--- src/rtl/bus_arbiter_if.sv ---
// Memory request bus shared by the instruction, data and merged ports.
// master drives the request; slave returns read data and completion.
interface bus_arbiter_if;
  logic        valid;
  logic        instr;
  logic [31:0] addr;
  logic [31:0] wdata;
  logic [3:0]  wstrb;
  logic [31:0] rdata;
  logic        ready;

  modport master (
    output valid, instr, addr, wdata, wstrb,
    input  rdata, ready
  );

  modport slave (
    input  valid, instr, addr, wdata, wstrb,
    output rdata, ready
  );
endinterface

--- src/rtl/bus_arbiter.sv ---
// Two-port to one-port memory arbiter, one transaction in flight.
// Ties go round-robin (RR=1) or to the data port (RR=0).
module bus_arbiter #(
  parameter int RR = 1
) (
  input  logic           clk,
  input  logic           rst,
  bus_arbiter_if.slave   imemory,
  bus_arbiter_if.slave   dmemory,
  bus_arbiter_if.master  memory
);

  typedef enum logic [1:0] {
    IDLE  = 2'd0,
    IBUSY = 2'd1,
    DBUSY = 2'd2
  } state_t;

  state_t      state_q, state_d;
  logic        last_d_q;
  logic        gnt_i, gnt_d;
  logic        instr_q;
  logic [31:0] addr_q;
  logic [31:0] wdata_q;
  logic [3:0]  wstrb_q;

  // Pick the winner among the currently requesting ports.
  always_comb begin
    gnt_i = 1'b0;
    gnt_d = 1'b0;
    if (imemory.valid && dmemory.valid) begin
      if (RR != 0 && last_d_q)
        gnt_i = 1'b1;
      else
        gnt_d = 1'b1;
    end else begin
      gnt_i = imemory.valid;
      gnt_d = dmemory.valid;
    end
  end

  // Next state: grant from IDLE, retire on memory completion.
  always_comb begin
    state_d = state_q;
    unique case (state_q)
      IDLE: begin
        if (gnt_i)
          state_d = IBUSY;
        else if (gnt_d)
          state_d = DBUSY;
      end
      IBUSY,
      DBUSY: begin
        if (memory.ready)
          state_d = IDLE;
      end
      default: state_d = IDLE;
    endcase
  end

  // State, last grant and the captured request fields.
  always_ff @(posedge clk or negedge rst) begin
    if (!rst) begin
      state_q  <= IDLE;
      last_d_q <= 1'b1;
      instr_q  <= 1'b0;
      addr_q   <= '0;
      wdata_q  <= '0;
      wstrb_q  <= '0;
    end else begin
      state_q <= state_d;
      if (state_q == IDLE && gnt_i) begin
        last_d_q <= 1'b0;
        instr_q  <= imemory.instr;
        addr_q   <= imemory.addr;
        wdata_q  <= imemory.wdata;
        wstrb_q  <= imemory.wstrb;
      end else if (state_q == IDLE && gnt_d) begin
        last_d_q <= 1'b1;
        instr_q  <= dmemory.instr;
        addr_q   <= dmemory.addr;
        wdata_q  <= dmemory.wdata;
        wstrb_q  <= dmemory.wstrb;
      end
    end
  end

  // Merged request comes straight from registers.
  always_comb begin
    memory.valid = (state_q != IDLE);
    memory.instr = instr_q;
    memory.addr  = addr_q;
    memory.wdata = wdata_q;
    memory.wstrb = wstrb_q;
  end

  // Read data is broadcast; completion routed to the owner only.
  always_comb begin
    imemory.rdata = memory.rdata;
    dmemory.rdata = memory.rdata;
    imemory.ready = memory.ready && (state_q == IBUSY);
    dmemory.ready = memory.ready && (state_q == DBUSY);
  end

endmodule

--- src/flat_wrapper.sv ---
// flat-port wrapper written by rule: the top's interface ports become plain ports
module bus_arbiter_flat 
#(
  parameter int RR = 1
)
  (clk, rst, imemory_valid, imemory_instr, imemory_addr, imemory_wdata, imemory_wstrb, imemory_rdata, imemory_ready, dmemory_valid, dmemory_instr, dmemory_addr, dmemory_wdata, dmemory_wstrb, dmemory_rdata, dmemory_ready, memory_valid, memory_instr, memory_addr, memory_wdata, memory_wstrb, memory_rdata, memory_ready);
  bus_arbiter_if imemory_i ();
  bus_arbiter_if dmemory_i ();
  bus_arbiter_if memory_i ();
  input  logic clk;
  input  logic rst;
  input wire logic [$bits(imemory_i.valid)-1:0] imemory_valid;
  input wire logic [$bits(imemory_i.instr)-1:0] imemory_instr;
  input wire logic [$bits(imemory_i.addr)-1:0] imemory_addr;
  input wire logic [$bits(imemory_i.wdata)-1:0] imemory_wdata;
  input wire logic [$bits(imemory_i.wstrb)-1:0] imemory_wstrb;
  output wire logic [$bits(imemory_i.rdata)-1:0] imemory_rdata;
  output wire logic [$bits(imemory_i.ready)-1:0] imemory_ready;
  input wire logic [$bits(dmemory_i.valid)-1:0] dmemory_valid;
  input wire logic [$bits(dmemory_i.instr)-1:0] dmemory_instr;
  input wire logic [$bits(dmemory_i.addr)-1:0] dmemory_addr;
  input wire logic [$bits(dmemory_i.wdata)-1:0] dmemory_wdata;
  input wire logic [$bits(dmemory_i.wstrb)-1:0] dmemory_wstrb;
  output wire logic [$bits(dmemory_i.rdata)-1:0] dmemory_rdata;
  output wire logic [$bits(dmemory_i.ready)-1:0] dmemory_ready;
  output wire logic [$bits(memory_i.valid)-1:0] memory_valid;
  output wire logic [$bits(memory_i.instr)-1:0] memory_instr;
  output wire logic [$bits(memory_i.addr)-1:0] memory_addr;
  output wire logic [$bits(memory_i.wdata)-1:0] memory_wdata;
  output wire logic [$bits(memory_i.wstrb)-1:0] memory_wstrb;
  input wire logic [$bits(memory_i.rdata)-1:0] memory_rdata;
  input wire logic [$bits(memory_i.ready)-1:0] memory_ready;
  assign imemory_i.valid = imemory_valid;
  assign imemory_i.instr = imemory_instr;
  assign imemory_i.addr = imemory_addr;
  assign imemory_i.wdata = imemory_wdata;
  assign imemory_i.wstrb = imemory_wstrb;
  assign imemory_rdata = imemory_i.rdata;
  assign imemory_ready = imemory_i.ready;
  assign dmemory_i.valid = dmemory_valid;
  assign dmemory_i.instr = dmemory_instr;
  assign dmemory_i.addr = dmemory_addr;
  assign dmemory_i.wdata = dmemory_wdata;
  assign dmemory_i.wstrb = dmemory_wstrb;
  assign dmemory_rdata = dmemory_i.rdata;
  assign dmemory_ready = dmemory_i.ready;
  assign memory_valid = memory_i.valid;
  assign memory_instr = memory_i.instr;
  assign memory_addr = memory_i.addr;
  assign memory_wdata = memory_i.wdata;
  assign memory_wstrb = memory_i.wstrb;
  assign memory_i.rdata = memory_rdata;
  assign memory_i.ready = memory_ready;
  bus_arbiter #(.RR(RR)) u_core (.clk(clk), .rst(rst), .imemory(imemory_i), .dmemory(dmemory_i), .memory(memory_i));
endmodule
--- config.mk ---
export PLATFORM = sky130hd
export DESIGN_NAME = bus_arbiter_flat
export DESIGN_NICKNAME = d
export VERILOG_FILES = /design/src/rtl/bus_arbiter_if.sv /design/src/rtl/bus_arbiter.sv /design/src/flat_wrapper.sv
export SDC_FILE = /design/constraint.sdc
export NUM_CORES = 1
export LEC_CHECK = 0
export BUFFER_PORTS_ARGS = -buffer_cell sky130_fd_sc_hd__buf_4
export CAP_MARGIN = 20
export CORE_AREA = 2 2 120 122
export DETAILED_ROUTE_END_ITERATION = 8
export DIE_AREA = 0 0 122 124
export SLEW_MARGIN = 25
export SYNTH_ARGS = -nofsm -noshare
export SYNTH_HDL_FRONTEND = slang
export SYNTH_SLANG_ARGS = --single-unit
--- constraint.sdc ---
create_clock -name clk -period 2.3 [get_ports clk]
set_input_delay 0.115 -clock clk [delete_from_list [all_inputs] [get_ports clk]]
set_output_delay 0.115 -clock clk [all_outputs]
set_load 0.01 [all_outputs]
==> impl_metrics.json, run 1 <==
{
  "status": "complete, no violations",
  "synthDominantCellAreaShare_pct": 48.2,
  "p_int_mw": 4.76,
  "r2r_end": "u_core.memory.addr[17]",
  "worstPathCellList": "inv_1 -> ha_1 -> nand2_1 -> a21oi_4 -> buf_12 -> a221o_1",
  "hp-class": "in2reg",
  "path_clk_slew_ns": 0.06,
  "final_max_slew_viol_count": 0,
  "power_frac_clock_pct": 21.0,
  "path_delay_family": "compound AO/OA/AOI/OAI gates",
  "syn_inst": 321,
  "leakage_nw": 3.03,
  "worst-path-max-fanout": 36,
  "rsz0062_at_grt": "false",
  "vdd_drop_max_mv": 0.501,
  "power.density_mw_per_mm2": 1130,
  "drt_wl_total_mm": 13.3,
  "grt_remaining_overflow": 0,
  "io_pins": 311,
  "nNetsFinal": 744,
  "cts_tree": "yes",
  "min_to": "u_core.memory.addr[25]",
  "hold_viol": 0,
  "first_pass_iters": 4,
  "synth_seq_cells": 72,
  "gr-usage-all-layers_pct": 16.6,
  "slew_headroom_pct": 37.2,
  "min_from": "imemory_addr[25]",
  "synth.area.top_cells": "dfrtp_1 (48%), a221o_1 (18%), buf_4 (13%)",
  "core_mm2": 0.0137,
  "max-cap-violations": 0,
  "synth_fp_nets": 499,
  "worstReg2RegStart": "u_core.state_q[0]",
  "start_kind": "register",
  "wl_per_cell_um": 17.7,
  "final_antenna_net_count": 0,
  "postCtsResizedCells": 0,
  "whs_path_depth": 2,
  "diodes": 0,
  "async_flop_share_pct": 100,
  "insertion_delay_ns": 0.34,
  "switching_share_pct": 33.7,
  "die_y_um": 124,
  "die_x_um": 122,
  "tns_ns": 0,
  "vias_per_cell": 4.71,
  "grt_pass1_vias": 3715,
  "yosys_warnings": 0,
  "period_needed_ns": 2.06,
  "cts_setup_buffers": 0,
  "r2r_cells": 6,
  "start_util_pct": 26.9,
  "synthDistinctLibCells": 26,
  "crit_arrival_ns": 2.33,
  "grt_max_degree": 73,
  "synth_seq_area_share_pct": 48.9,
  "path_buf_inv": 2,
  "yosysTopAreaCell": "dfrtp_1",
  "syn_to_final_growth_pct": 72.1,
  "drive_gt1_share_pct": 41.5,
  "syn_avg_cell_area_um2": 11.5,
  "worst_pin_slew_ns": 0.942,
  "drc": 0,
  "clk_path_buf_depth": 2,
  "grt_pass1_wl_mm": 19.3,
  "fin_worst_skew_ns": 0.00480,
  "antenna_found_initial": 0,
  "netlist_area_mm2": 0.00369,
  "max_freq_mhz": 485,
  "crit_required_ns": 2.57,
  "cts_root_buf": "clkbuf_16",
  "synth-edff-count": 0,
  "p_comb_share_pct": 47.9,
  "path_class": "reg2reg",
  "total_power_mw": 7.18,
  "max_stage_delay_ns": 0.55,
  "drt_iter0_drc": 156,
  "globalplace.congestion": 0.721,
  "critPathSlowestCell": "a21oi_4",
  "pwr-share-seq_pct": 31.2,
  "rows": 43,
  "cts_max_level": 3,
  "io_buffers": 214,
  "synthFlopType": "dfrtp_1",
  "ff2ff_setup_slack_ns": 0.24,
  "endpoint_kind": "register",
  "fillCellCount": 1225,
  "p_switching_mw": 2.42,
  "vias": 3535,
  "cts_buffers": 9,
  "dieArea_mm2": 0.0151,
  "post-route-period-util_pct": 89.7,
  "dpl.hpwl_mm": 8.10,
  "clock-sinks": 72,
  "setup_viol": 0
}
## area by class of cell
| cell class | instances | area, um2 | share of cell area [%] |
|---|---|---|---|
| Clock buffer | 13 | 250 | 3.94 |
| Sequential cell | 72 | 1800 | 28.4 |
| Clock inverter | 3 | 65.1 | 1.03 |
| Timing Repair Buffer | 319 | 2680 | 42.2 |
| Multi-Input combinational cell | 160 | 1310 | 20.6 |
| Inverter | 4 | 15.0 | 0.237 |
| Tap cell | 180 | 225 | 3.55 |
## how the worst max path moves through the flow
| stage | start | end | cells past startpoint |
|---|---|---|---|
| floorplan | u_core.state_q[0] | u_core.memory.wdata[1] | 8 |
| global placement | u_core.state_q[0] | u_core.memory.addr[8] | 6 |
| detailed placement | u_core.state_q[0] | u_core.memory.addr[12] | 6 |
| CTS | u_core.state_q[0] | u_core.memory.wdata[7] | 6 |
| global route | u_core.state_q[0] | u_core.memory.wdata[14] | 6 |
| finish | u_core.state_q[0] | u_core.memory.addr[17] | 6 |
## metrics by stage
step	std cells	hold slack [ns]	area [um2]	utilization, %	setup WS, ns
2_1_floorplan	321	-0.181	3690	-	0.587
3_3_place_gp	632	0.230	5000	36.4	0.150
3_5_place_dp	632	0.230	5000	36.4	0.0699
4_1_cts	750	0.0000236	6330	46.2	0.0511
5_1_grt	751	0.00151	6340	46.2	0.0917
6_report	751	0.0159	6340	46.2	0.238
## cells in the final DEF (no fill, tap or decap)
| cell | n |
|---|---|
| buf_12 | 2 |
| buf_4 | 214 |
| o21ai_0 | 1 |
| and2_2 | 1 |
| a21o_1 | 1 |
| inv_1 | 4 |
| and3_1 | 1 |
| o21ai_4 | 1 |
| a211oi_1 | 2 |
| a21bo_1 | 1 |
| and2_4 | 1 |
| a21oi_4 | 1 |
| a21oi_1 | 1 |
| clkinv_2 | 1 |
| a22o_1 | 1 |
| nand3_1 | 1 |
| clkbuf_16 | 9 |
| buf_6 | 1 |
| nand2_1 | 2 |
| nand2b_1 | 1 |
| bufinv_16 | 2 |
| a31oi_1 | 1 |
| and2_0 | 11 |
| dfrtp_1 | 71 |
| a221o_1 | 68 |
| mux2_2 | 1 |
| a21oi_2 | 1 |
| dfstp_2 | 1 |
| ha_1 | 3 |
| clkbuf_8 | 1 |
| clkbuf_1 | 3 |
| dlygate4sd3_1 | 102 |
| and2_1 | 59 |
## synth_stat cells, types with 2 or more instances
cell type	instances
buf_6	2
clkbuf_1	11
dfrtp_1	71
inv_1	4
ha_1	3
a211oi_1	2
nand2_1	2
a221o_1	68
buf_2	9
and2_1	60
buf_4	64
and2_0	11
## timing repair
item                                    CTS  global route
hold endpoints to repair                127             0
hold buffers                            102             0
endpoints found under the setup margin    0            36
## state kept, by name (all words and copies together) (netlist names)
register	count
u_core.last_d_q	1
u_core.memory.addr	32
u_core.memory.instr	1
u_core.memory.wdata	32
u_core.state_q	2
u_core.memory.wstrb	4
## logic make-up after synthesis
| family | count (synthesis) | synth area share (%) |
|---|---|---|
| AOI/OAI and AO/OA | 78 | 20.4 |
| buffers and inverters | 90 | 16.4 |
| adders and majority gates | 3 | 1.02 |
| muxes | 1 | 0.305 |
| and+or+nand+nor | 77 | 13.0 |
| DFF | 72 | 48.9 |
## layer usage
metal | global-route usage (%) | share of wire, % | vias up | wire length (um)
met5 | 0 | 0 | - | 0
met4 | 9.27 | 4.2 | 0 | 556
met3 | 5.49 | 8.5 | 60 | 1140
met2 | 29.1 | 52 | 196 | 6890
met1 | 17.7 | 35 | 1683 | 4700
li1 | - | - | 1596 | -
## power by group through the flow
| stage | registers [mW] | logic, mW | clock network [mW] |
|---|---|---|---|
| floorplan | 2.46 | 1.56 | 0 |
| CTS | 2.23 | 3.42 | 1.55 |
| global route | 2.31 | 3.72 | 1.61 |
| global placement | 2.24 | 3.20 | 0 |
| finish | 2.24 | 3.43 | 1.51 |
| detailed placement | 2.23 | 3.27 | 0 |
Note: power is estimated with default switching activity, not from simulation.
==> run 2: changes to the inputs <==
Clock period 2.3 ns to 2.2 ns, I/O delays scaled along.
==> run 2 against run 1 <==
Compared with the run above: routed wire length rose by 1.6%; global-route usage rose by 0.50 points; clock power rose by 28%; critical path depth did not move; non-clock buffer count rose by 26; clock skew rose by 0.0011 ns; cell count rose by 3.5%; sequential cell count did not move; largest power group unchanged; fmax rose by 4.9%; cell area rose by 5.4%; hold slack got worse by 0.0029 ns; setup slack got worse by 0.0035 ns.
==> impl_metrics.json, run 2 (synthesis results as in run 1) <==
{
  "status": "complete, no violations",
  "max_freq_mhz": 509,
  "die_x_um": 122,
  "core_mm2": 0.0137,
  "dieArea_mm2": 0.0151,
  "io_pins": 311,
  "setup_viol": 0,
  "start_kind": "register",
  "use_met3_pct": 5.31,
  "grt_pass1_vias": 3844,
  "fin_area_mm2": 0.00669,
  "worstPathCellList": "inv_1 -> ha_1 -> nand2_1 -> a21oi_4 -> buf_12 -> a221o_1",
  "die_y_um": 124,
  "syn_to_final_growth_pct": 81.5,
  "layout_commonest_cell": "buf_4",
  "pre_cts_ws_ns": 0.149,
  "drive_gt1_share_pct": 40.5,
  "cts_tree": "yes",
  "worst-path-max-fanout": 39,
  "drc": 0,
  "grt_util_met1_pct": 18.2,
  "diodes": 0,
  "grt_max_degree": 73,
  "hold_viol": 0,
  "grt-busiest-layer": "met2",
  "rows": 43,
  "dpl.hpwl_mm": 8.04,
  "first_pass_iters": 5,
  "nNetsFinal": 770,
  "grt_remaining_overflow": 0,
  "period_needed_ns": 1.97,
  "critPathSlowestCell": "a21oi_4",
  "leakage_nw": 3.18,
  "path_delay_family": "compound AO/OA/AOI/OAI gates",
  "antenna_found_initial": 0,
  "final_antenna_net_count": 0,
  "power_frac_clock_pct": 24.3,
  "cts_root_buf": "clkbuf_16",
  "max-cap-violations": 0,
  "postCtsResizedCells": 0,
  "fillCellCount": 1198,
  "endpoint_kind": "register",
  "tns_ns": 0,
  "insertion_delay_ns": 0.35,
  "path_clk_slew_ns": 0.06,
  "max_stage_delay_ns": 0.54,
  "post-route-period-util_pct": 89.4,
  "drt_wl_total_mm": 13.5,
  "p_switching_mw": 2.58,
  "globalplace.congestion": 0.716,
  "power.density_mw_per_mm2": 1190,
  "worst_pin_slew_ns": 0.870,
  "pwr-share-seq_pct": 29.4,
  "p_comb_share_pct": 46.2,
  "final_max_slew_viol_count": 0,
  "crit_arrival_ns": 2.24,
  "vdd_drop_max_mv": 0.575,
  "hp-class": "in2reg",
  "clk_path_buf_depth": 2,
  "rsz0062_at_grt": "false",
  "vias_per_cell": 4.70,
  "p_int_mw": 5.36,
  "setup_ws_ns": 0.234,
  "grt_use_met2_pct": 30.9,
  "clock-sinks": 72,
  "vias": 3651,
  "slew_headroom_pct": 42.0,
  "switching_share_pct": 32.5,
  "crit_required_ns": 2.48,
  "holdWs_ns": 0.0130,
  "gr-usage-all-layers_pct": 17.1,
  "wl_per_cell_um": 17.4,
  "start_util_pct": 26.9,
  "final_util_pct": 48.8,
  "path_class": "reg2reg",
  "io_buffers": 214,
  "path_buf_inv": 2,
  "grt_pass1_wl_mm": 19.9,
  "cts_max_level": 3,
  "drt_iter0_drc": 130,
  "dpl_cell_area_mm2": 0.00502,
  "cts_buffers": 9,
  "layout_common_cells": "buf_4 (215), dlygate4sd3_1 (126), dfrtp_1 (71), a221o_1 (68), and2_1 (59)",
  "fin_worst_skew_ns": 0.00594
}
## run 2: cell count changes in the layout (fill, tap and decap cells not counted)
| cell | previous run | this run |
|---|---|---|
| clkbuf_8 | 1 | 0 |
| dlygate4sd3_1 | 102 | 126 |
| clkbuf_1 | 3 | 0 |
| bufinv_16 | 2 | 5 |
| clkinv_4 | 0 | 2 |
| clkinv_2 | 1 | 0 |
| buf_4 | 214 | 215 |
| buf_12 | 2 | 3 |
## run 2: power groups by stage
stage	clock [mW]	sequential, mW	combinational (mW)
after detailed placement	0	2.34	3.47
after global routing	2.03	2.41	3.96
after global placement	0	2.35	3.41
after floorplan	0	2.57	1.63
final	1.93	2.34	3.67
after CTS	1.98	2.34	3.67
## run 2: cell type report
| class | instances | area (um2) | share of cell area (%) |
|---|---|---|---|
| Timing Repair Buffer | 345 | 2950 | 44.0 |
| Sequential cell | 72 | 1800 | 26.9 |
| Multi-Input combinational cell | 160 | 1310 | 19.5 |
| Clock buffer | 9 | 225 | 3.37 |
| Tap cell | 180 | 225 | 3.37 |
| Clock inverter | 7 | 168 | 2.51 |
| Inverter | 4 | 15.0 | 0.224 |
## run 2: stage by stage
stage | total power, mW | instances
finish | 7.94 | 777
floorplan | 4.20 | 321
CTS | 7.99 | 776
detailed placement | 5.81 | 634
global placement | 5.76 | 634
global route | 8.41 | 777
## run 2: metal layers
layer / vias to the layer above / share of wire, %
met5: - / 0
met2: 181 / 52
met1: 1763 / 37
li1: 1657 / -
met4: 0 / 3.3
met3: 50 / 7.8
## run 2: final timing paths
| check | from | end | cells after the start | slack (ns) |
|---|---|---|---|---|
| setup / recovery | u_core.state_q[0] | u_core.memory.wdata[3] | 6 | 0.23 |
| hold / removal | dmemory_wdata[24] | u_core.memory.wdata[24] | 2 | 0.01 |
| setup reg to reg | u_core.state_q[0] | u_core.memory.wdata[3] | 6 | 0.23 |
| hold reg to reg | u_core.state_q[1] | u_core.state_q[1] | 1 | 0.54 |
| max in group asynchronous | rst | u_core.memory.addr[27] | 2 | 1.36 |
| min in group asynchronous | rst | u_core.memory.wdata[24] | 2 | 0.35 |
## run 2: repair_timing
| item | 4_1_cts | 5_1_grt |
|---|---|---|
| buffers inserted | 0 | 0 |
| endpoints found under the setup margin | 0 | 33 |
| hold buffers | 126 | 0 |
| endpoints found under the hold margin | 136 | 0 |
